--- config.mk ---
export PLATFORM = sky130hd
export DESIGN_NAME = fb_pixel_writer
export DESIGN_NICKNAME = d
export VERILOG_FILES = /design/src/rtl/fb_pixel_writer_pkg.sv /design/src/rtl/fb_pixel_writer_cram_async_write.sv /design/src/rtl/fb_pixel_writer.sv
export SDC_FILE = /design/constraint.sdc
export NUM_CORES = 1
export LEC_CHECK = 0
export BUFFER_PORTS_ARGS = -buffer_cell sky130_fd_sc_hd__buf_2
export CORE_MARGIN = 10
export CORE_UTILIZATION = 60
export CTS_BUF_LIST = sky130_fd_sc_hd__clkbuf_8
export DETAILED_ROUTE_END_ITERATION = 8
export PLACE_DENSITY = 0.84
export SYNTH_ARGS = -nofsm -noshare
export SYNTH_HDL_FRONTEND = slang
export SYNTH_SLANG_ARGS = --single-unit
--- constraint.sdc ---
create_clock -name clk -period 7.5 [get_ports clk]
set_clock_uncertainty 0.15 [all_clocks]
set_input_delay 1.5 -clock clk [delete_from_list [all_inputs] [get_ports clk]]
set_output_delay 1.5 -clock clk [all_outputs]
set_load 0.02 [all_outputs]
--- src/rtl/fb_pixel_writer_pkg.sv ---
// Shared widths, state encodings and the pixel-index helper for the framebuffer writer.
package fb_pixel_writer_pkg;

   localparam int WR_CYCLES_DEF = 4;
   localparam int ADDR_W        = 26;
   localparam int DATA_W        = 16;
   localparam int COORD_W       = 11;
   localparam int IDX_W         = 22;
   localparam int CTR_W         = IDX_W - 1;
   localparam int CNT_W         = 8;

   typedef enum logic [2:0] {
      ST_IDLE  = 3'd0,
      ST_REQ   = 3'd1,
      ST_SETUP = 3'd2,
      ST_WRITE = 3'd3,
      ST_HOLD  = 3'd4
   } wr_state_e;

   typedef enum logic [1:0] {
      TOP_IDLE = 2'd0,
      TOP_REQ  = 2'd1,
      TOP_XFER = 2'd2
   } top_state_e;

   // Linear pixel index y*width + x; two pixels share one 16-bit CRAM word.
   function automatic logic [IDX_W-1:0] pixel_index(
      input logic [COORD_W-1:0] x,
      input logic [COORD_W-1:0] y,
      input logic [IDX_W-1:0]   width
   );
      return (IDX_W'(y) * width) + IDX_W'(x);
   endfunction

endpackage

--- src/rtl/fb_pixel_writer_cram_async_write.sv ---
// SETUP/WRITE/HOLD sequencer for one asynchronous CRAM write; a start in HOLD chains
// straight into the next SETUP so a fill keeps the bus without returning to idle.
module cram_async_write
   import fb_pixel_writer_pkg::*;
#(
   parameter int WR_CYCLES = WR_CYCLES_DEF
) (
   input  logic              clk_i,
   input  logic              rst_i,
   input  logic              start_i,
   input  logic [ADDR_W-1:0] addr_i,
   input  logic [DATA_W-1:0] data_i,
   input  logic [1:0]        be_i,
   output logic              hold_o,
   output logic              done_o,
   output logic [ADDR_W-1:0] mem_adr_o,
   output logic [DATA_W-1:0] db_out_o,
   output logic              db_oe_o,
   output logic              mem_wr_n_o,
   output logic              cs_n_o,
   output logic              lb_n_o,
   output logic              ub_n_o
);

   localparam logic [CNT_W-1:0] CNT_LAST = CNT_W'(WR_CYCLES - 1);

   wr_state_e         state_q, state_d;
   logic [CNT_W-1:0]  cnt_q, cnt_d;
   logic              load_s;
   logic [ADDR_W-1:0] adr_q;
   logic [DATA_W-1:0] dout_q;
   logic              db_oe_q, wr_n_q, cs_n_q, lb_n_q, ub_n_q, done_q;

   // Next-state and pulse-width counting for the write cycle.
   always_comb begin
      state_d = state_q;
      cnt_d   = cnt_q;
      load_s  = 1'b0;
      case (state_q)
         ST_IDLE: begin
            if (start_i) begin
               state_d = ST_SETUP;
               load_s  = 1'b1;
            end else begin
               state_d = ST_IDLE;
            end
         end
         ST_SETUP: begin
            state_d = ST_WRITE;
            cnt_d   = {CNT_W{1'b0}};
         end
         ST_WRITE: begin
            if (cnt_q == CNT_LAST) begin
               state_d = ST_HOLD;
            end else begin
               cnt_d = cnt_q + 8'd1;
            end
         end
         ST_HOLD: begin
            if (start_i) begin
               state_d = ST_SETUP;
               load_s  = 1'b1;
            end else begin
               state_d = ST_IDLE;
            end
         end
         default: begin
            state_d = ST_IDLE;
         end
      endcase
   end

   // Registered CRAM pins, derived from the state being entered so they align with it.
   always_ff @(posedge clk_i) begin
      if (rst_i) begin
         state_q <= ST_IDLE;
         cnt_q   <= {CNT_W{1'b0}};
         adr_q   <= {ADDR_W{1'b0}};
         dout_q  <= {DATA_W{1'b0}};
         db_oe_q <= 1'b0;
         wr_n_q  <= 1'b1;
         cs_n_q  <= 1'b1;
         lb_n_q  <= 1'b1;
         ub_n_q  <= 1'b1;
         done_q  <= 1'b0;
      end else begin
         state_q <= state_d;
         cnt_q   <= cnt_d;
         done_q  <= (state_q == ST_HOLD);
         cs_n_q  <= (state_d == ST_IDLE);
         db_oe_q <= (state_d != ST_IDLE);
         wr_n_q  <= (state_d != ST_WRITE);
         if (load_s) begin
            adr_q  <= addr_i;
            dout_q <= data_i;
            lb_n_q <= ~be_i[0];
            ub_n_q <= ~be_i[1];
         end else if (state_d == ST_IDLE) begin
            lb_n_q <= 1'b1;
            ub_n_q <= 1'b1;
         end else begin
            lb_n_q <= lb_n_q;
            ub_n_q <= ub_n_q;
         end
      end
   end

   assign hold_o     = (state_q == ST_HOLD);
   assign done_o     = done_q;
   assign mem_adr_o  = adr_q;
   assign db_out_o   = dout_q;
   assign db_oe_o    = db_oe_q;
   assign mem_wr_n_o = wr_n_q;
   assign cs_n_o     = cs_n_q;
   assign lb_n_o     = lb_n_q;
   assign ub_n_o     = ub_n_q;

endmodule

--- src/rtl/fb_pixel_writer.sv ---
// Framebuffer writer: pixel handshake, pixel-to-word mapping, whole-screen clear and
// bus request around the CRAM write sequencer.
module fb_pixel_writer
   import fb_pixel_writer_pkg::*;
#(
   parameter int WIDTH     = 640,
   parameter int HEIGHT    = 480,
   parameter int BASE_WORD = 0,
   parameter int WR_CYCLES = WR_CYCLES_DEF
) (
   input  logic                clk,
   input  logic                rst,
   input  logic                px_valid,
   output logic                px_ready,
   input  logic [COORD_W-1:0]  px_x,
   input  logic [COORD_W-1:0]  px_y,
   input  logic [7:0]          px_data,
   input  logic                clr_start,
   input  logic [7:0]          clr_colour,
   output logic                clr_busy,
   output logic                wr_done,
   output logic                err_oob,
   output logic                bus_req,
   input  logic                bus_gnt,
   output logic [ADDR_W-1:0]   MemAdr,
   output logic [DATA_W-1:0]   db_out,
   output logic                db_oe,
   output logic                MemWR,
   output logic                MemOE,
   output logic                RamCS,
   output logic                RamLB,
   output logic                RamUB,
   output logic                RamAdv,
   output logic                RamClk,
   output logic                RamCRE
);

   localparam logic [CTR_W-1:0]   CLR_LAST   = CTR_W'((WIDTH * HEIGHT) / 2 - 1);
   localparam logic [ADDR_W-1:0]  BASE_ADR   = ADDR_W'(BASE_WORD);
   localparam logic [IDX_W-1:0]   WIDTH_IDX  = IDX_W'(WIDTH);
   localparam logic [COORD_W-1:0] WIDTH_LIM  = COORD_W'(WIDTH);
   localparam logic [COORD_W-1:0] HEIGHT_LIM = COORD_W'(HEIGHT);

   top_state_e        state_q, state_d;
   logic              clr_active_q, clr_active_d;
   logic [7:0]        clr_colour_q, clr_colour_d;
   logic [CTR_W-1:0]  ctr_q, ctr_d;
   logic [ADDR_W-1:0] pix_adr_q, pix_adr_d;
   logic [DATA_W-1:0] pix_data_q, pix_data_d;
   logic [1:0]        pix_be_q, pix_be_d;
   logic              clr_busy_q, clr_busy_d;
   logic              err_oob_q, err_oob_d;
   logic              bus_req_q;

   logic              px_ready_s;
   logic [IDX_W-1:0]  idx_s;
   logic              oob_s;
   logic              seq_start_s, seq_hold_s;
   logic [ADDR_W-1:0] seq_adr_s;
   logic [DATA_W-1:0] seq_data_s;
   logic [1:0]        seq_be_s;

   // A clear request in the same cycle takes the slot, so the pixel is not accepted.
   assign px_ready_s = (state_q == TOP_IDLE) && !rst && !clr_start;
   assign idx_s      = pixel_index(px_x, px_y, WIDTH_IDX);
   assign oob_s      = (px_x >= WIDTH_LIM) || (px_y >= HEIGHT_LIM);

   // Request handling, clear word counter and sequencer launch.
   always_comb begin
      state_d      = state_q;
      clr_active_d = clr_active_q;
      clr_colour_d = clr_colour_q;
      ctr_d        = ctr_q;
      pix_adr_d    = pix_adr_q;
      pix_data_d   = pix_data_q;
      pix_be_d     = pix_be_q;
      clr_busy_d   = clr_busy_q;
      err_oob_d    = 1'b0;
      seq_start_s  = 1'b0;
      case (state_q)
         TOP_IDLE: begin
            if (clr_start) begin
               clr_active_d = 1'b1;
               clr_colour_d = clr_colour;
               ctr_d        = {CTR_W{1'b0}};
               clr_busy_d   = 1'b1;
               state_d      = TOP_REQ;
            end else if (px_valid && px_ready_s) begin
               if (oob_s) begin
                  err_oob_d = 1'b1;
                  state_d   = TOP_IDLE;
               end else begin
                  clr_active_d = 1'b0;
                  pix_adr_d    = BASE_ADR + ADDR_W'(idx_s[IDX_W-1:1]);
                  pix_data_d   = {px_data, px_data};
                  pix_be_d     = idx_s[0] ? 2'b10 : 2'b01;
                  state_d      = TOP_REQ;
               end
            end else begin
               state_d = TOP_IDLE;
            end
         end
         TOP_REQ: begin
            if (bus_gnt) begin
               seq_start_s = 1'b1;
               state_d     = TOP_XFER;
            end else begin
               state_d = TOP_REQ;
            end
         end
         TOP_XFER: begin
            if (seq_hold_s) begin
               if (clr_active_q && (ctr_q < CLR_LAST)) begin
                  ctr_d       = ctr_q + 21'd1;
                  seq_start_s = 1'b1;
               end else begin
                  clr_active_d = 1'b0;
                  clr_busy_d   = 1'b0;
                  state_d      = TOP_IDLE;
               end
            end else begin
               state_d = TOP_XFER;
            end
         end
         default: begin
            state_d = TOP_IDLE;
         end
      endcase

      if (clr_active_q) begin
         seq_adr_s  = BASE_ADR + ADDR_W'(ctr_d);
         seq_data_s = {clr_colour_q, clr_colour_q};
         seq_be_s   = 2'b11;
      end else begin
         seq_adr_s  = pix_adr_q;
         seq_data_s = pix_data_q;
         seq_be_s   = pix_be_q;
      end
   end

   // Control registers; bus_req covers every cycle outside IDLE, including HOLD.
   always_ff @(posedge clk) begin
      if (rst) begin
         state_q      <= TOP_IDLE;
         clr_active_q <= 1'b0;
         clr_colour_q <= 8'h00;
         ctr_q        <= {CTR_W{1'b0}};
         pix_adr_q    <= {ADDR_W{1'b0}};
         pix_data_q   <= {DATA_W{1'b0}};
         pix_be_q     <= 2'b00;
         clr_busy_q   <= 1'b0;
         err_oob_q    <= 1'b0;
         bus_req_q    <= 1'b0;
      end else begin
         state_q      <= state_d;
         clr_active_q <= clr_active_d;
         clr_colour_q <= clr_colour_d;
         ctr_q        <= ctr_d;
         pix_adr_q    <= pix_adr_d;
         pix_data_q   <= pix_data_d;
         pix_be_q     <= pix_be_d;
         clr_busy_q   <= clr_busy_d;
         err_oob_q    <= err_oob_d;
         bus_req_q    <= (state_d != TOP_IDLE);
      end
   end

   cram_async_write #(
      .WR_CYCLES (WR_CYCLES)
   ) u_cram_wr (
      .clk_i      (clk),
      .rst_i      (rst),
      .start_i    (seq_start_s),
      .addr_i     (seq_adr_s),
      .data_i     (seq_data_s),
      .be_i       (seq_be_s),
      .hold_o     (seq_hold_s),
      .done_o     (wr_done),
      .mem_adr_o  (MemAdr),
      .db_out_o   (db_out),
      .db_oe_o    (db_oe),
      .mem_wr_n_o (MemWR),
      .cs_n_o     (RamCS),
      .lb_n_o     (RamLB),
      .ub_n_o     (RamUB)
   );

   assign px_ready = px_ready_s;
   assign clr_busy = clr_busy_q;
   assign err_oob  = err_oob_q;
   assign bus_req  = bus_req_q;
   assign MemOE    = 1'b1;
   assign RamAdv   = 1'b0;
   assign RamClk   = 1'b0;
   assign RamCRE   = 1'b0;

endmodule
==> flow_summary.rst <==
.. list-table::
   :header-rows: 1

   * - Metric
     - Value
   * - Status
     - completed
   * - GRT Overall Usage
     - 0.208
   * - Cell count after synthesis
     - 699
   * - Share of cells above drive strength 1
     - 0.188
   * - First-pass iteration count of the detailed router
     - 5
   * - Share of async-settable or async-resettable flops after synthesis
     - 0
   * - Distinct cell type count after synthesis
     - 75
   * - Worst-Skew Late Latency
     - 390 ps
   * - DRC violation count after routing
     - 0
   * - Final-report setup violation count
     - 0
   * - Period utilization
     - 0.562
   * - Final cell utilization of the core
     - 0.668
   * - Data arrival time of the critical path
     - 2570 ps
   * - Initial Util
     - 0.610
   * - Total wire length
     - 15200 microns
   * - Cell area after placement
     - 0.00628 sq mm
   * - Buffers added on ports
     - 89
   * - Peak-usage layer in the global routing report
     - met2
   * - Number of buffers inserted by post-CTS setup repair
     - 0
   * - Overall power of the completed layout
     - 1.17 mW
   * - Fraction of met1 tracks used by global routing
     - 0.250
   * - CTS Hold Bufs
     - 0
   * - Placed wire-length estimate after detailed placement
     - 11300 microns
   * - Most common flop cell mapped by yosys
     - dfxtp_1
   * - Vias
     - 5320
   * - RSZ-0062 raised after global routing
     - false
   * - Post-route cell area
     - 0.00647 sq mm
   * - WL per Instance
     - 17.0 microns
   * - Endpoints failing hold
     - 0
   * - Clock sinks
     - 112
   * - Register area share after synthesis
     - 0.380
   * - CTS clk-pin slew, worst paths
     - 100 ps
   * - Transition at the pin with the smallest max-transition slack
     - 871 ps
   * - Count of warnings emitted by yosys
     - 0
   * - Most common cell after layout, fill and taps aside
     - dfxtp_1
   * - Met3 capacity usage during global routing
     - 0.0354
   * - Initial antenna violation count
     - 0
   * - Fill cell instance count of the final layout
     - 796
   * - Worst Setup Start Kind
     - primary input
   * - Mapped cell area
     - 0.00590 sq mm
   * - Die Outline Area
     - 0.0142 sq mm
   * - Inserted Clock Buffers
     - 9
   * - GRT Residual Overflow
     - 0
   * - Power per standard cell area
     - 181 mW/mm^2
   * - Chain of cells forming the critical path
     - buf_2 > nor2_1 > buf_2
   * - Worst-path maximum fanout
     - 43
   * - Fmax achieved
     - 237 MHz
   * - GPL Wtd Cong
     - 0.850
   * - Relative slew slack
     - 0.420
   * - Cts repair resizes
     - 0
   * - Largest stage delay on the critical path
     - 650 ps
   * - Number of synthesized flops with an enable pin
     - 0
   * - Required time of the worst setup path
     - 5850 ps
   * - First-pass GRT wire length
     - 24900 microns
   * - Multi-input gate area
     - 0.00332 sq mm
   * - Root buf cell
     - clkbuf_8
   * - IR Drop Worst-Case VDD
     - 110 uV
   * - Max cap viols
     - 0
   * - Most common cell type on the critical path
     - buf_2
   * - Sum of negative setup slack
     - 0 ps
   * - Reported leakage power
     - 2.53 nW
   * - Antenna Cells
     - 0
   * - Number of H-tree levels
     - 3
   * - Crit path kind
     - primary input to output pin
   * - Worst hold path class
     - register to register
   * - Met2 Use GR
     - 0.349
   * - Average footprint of a synthesized cell
     - 8.45 sq um
   * - Number of DRC markers after the initial detailed-route iteration
     - 330
   * - Count of nets after finishing
     - 829
   * - Register Area
     - 0.00224 sq mm
   * - Final period demand of the worst path
     - 4220 ps
   * - Row count
     - 36
   * - Die width
     - 119 microns
   * - Post-synthesis sequential element count
     - 112
   * - Number of ports placed on the die boundary
     - 99
   * - Number of global-route vias before repair
     - 5156
   * - Kind of end point of the critical path
     - output pin
   * - Largest net degree at the start of global routing
     - 45
   * - TritonCTS clock tree
     - yes
   * - Area growth, synth to finish
     - 9.64%
   * - Number of nets with antenna violations after routing
     - 0
   * - Vertical die dimension
     - 119 microns
   * - Clock Path Buffers
     - 2
   * - Cell with the largest stage delay on the worst path
     - buf_2
   * - Area inside the core boundary
     - 0.00968 sq mm
   * - Most frequent cells in the layout
     - 112 x dfxtp_1, 90 x nand2_1, 89 x buf_2
   * - Via density per instance
     - 5.95
   * - Max-slew violations
     - 0
## registers in the layout, indices dropped and copies added (netlist names)
register,cells
bus_req,1
clr_active_q,1
clr_busy,1
clr_colour_q,8
ctr_q,21
err_oob,1
pix_adr_q,21
pix_be_q,2
pix_data_q,8
state_q,2
u_cram_wr.cnt_q,8
u_cram_wr.cs_n_o,1
u_cram_wr.db_oe_o,1
u_cram_wr.db_out_o,8
u_cram_wr.done_o,1
u_cram_wr.lb_n_o,1
u_cram_wr.mem_adr_o,21
u_cram_wr.mem_wr_n_o,1
u_cram_wr.state_q,3
u_cram_wr.ub_n_o,1
## metrics by stage
stage          worst slack (ps)  cells  hold WS (ps)
3_3_place_gp               3030    878           287
5_1_grt                    3180    894           325
3_5_place_dp               2950    878           292
6_report                   3280    894           308
4_1_cts                    3310    894           306
2_1_floorplan              3300    706           278
## power by group
group          leakage [nW]  switching, mW  total [mW]  internal [mW]
combinational          1.54          0.135       0.212         0.0777
sequential            0.905        0.00606       0.611          0.605
clock                0.0913          0.220       0.347          0.127
## cell families after synthesis
| logic type | count (synthesis) | synth area share |
|---|---|---|
| AND/OR/NAND/NOR | 271 | 0.231 |
| adder cells (fa/ha/maj) | 30 | 0.0661 |
| XOR/XNOR | 17 | 0.0252 |
| flip-flops | 112 | 0.380 |
| buffers and inverters | 74 | 0.0634 |
| other | 2 | 0.00127 |
| multiplexers | 9 | 0.0153 |
| AO/OA/AOI/OAI | 184 | 0.218 |
## worst max-delay path, delay by kind of cell
kind / cells / cell delay, ps
buffers and inverters: 2 / 860
AND/OR/NAND/NOR: 1 / 180
## cell usage after synthesis, types with 9 or more instances
cell        n  area share
nor3_1     15       0.013
and3_1     12       0.013
xor2_1      9       0.013
a31oi_1    12       0.013
nand2_1    90       0.057
clkbuf_1   27       0.017
nor2_1     72       0.046
o21ai_0    23       0.019
and4_1     10       0.015
nand3_1    19       0.016
buf_4      18       0.023
inv_1      19       0.012
a211oi_1   18       0.023
ha_1       28       0.059
a21oi_1    61       0.052
mux2i_1     9       0.015
dfxtp_1   112        0.38
## area by class of cell
cell class	instances	area share
sequential	112	0.346
tap	133	0.0257
inverter	19	0.0110
clock inverter	7	0.0108
clock buffer	9	0.0191
timing repair buffer	94	0.0746
multi-input combinational	520	0.512
## routing by layer
| layer | vias to the layer above | routed length (microns) |
|---|---|---|
| li1 | 2591 | - |
| met1 | 2492 | 6330 |
| met2 | 204 | 7510 |
| met3 | 33 | 922 |
| met4 | 0 | 427 |
| met5 | - | 0 |
## worst paths after layout
check / slack [ps] / start / end / cells past startpoint
worst min register to register: 310 / pix_adr_q[4]$_SDFFE_PP0P_ / pix_adr_q[4]$_SDFFE_PP0P_ / 2
worst max-delay path: 3280 / rst / px_ready / 3
worst min-delay path: 310 / pix_adr_q[4]$_SDFFE_PP0P_ / pix_adr_q[4]$_SDFFE_PP0P_ / 2
worst max register to register: 4010 / state_q[0]$_SDFF_PP0_ / u_cram_wr.mem_adr_o[11]$_SDFFE_PP0P_ / 9
(Power assumes the default switching activity.)
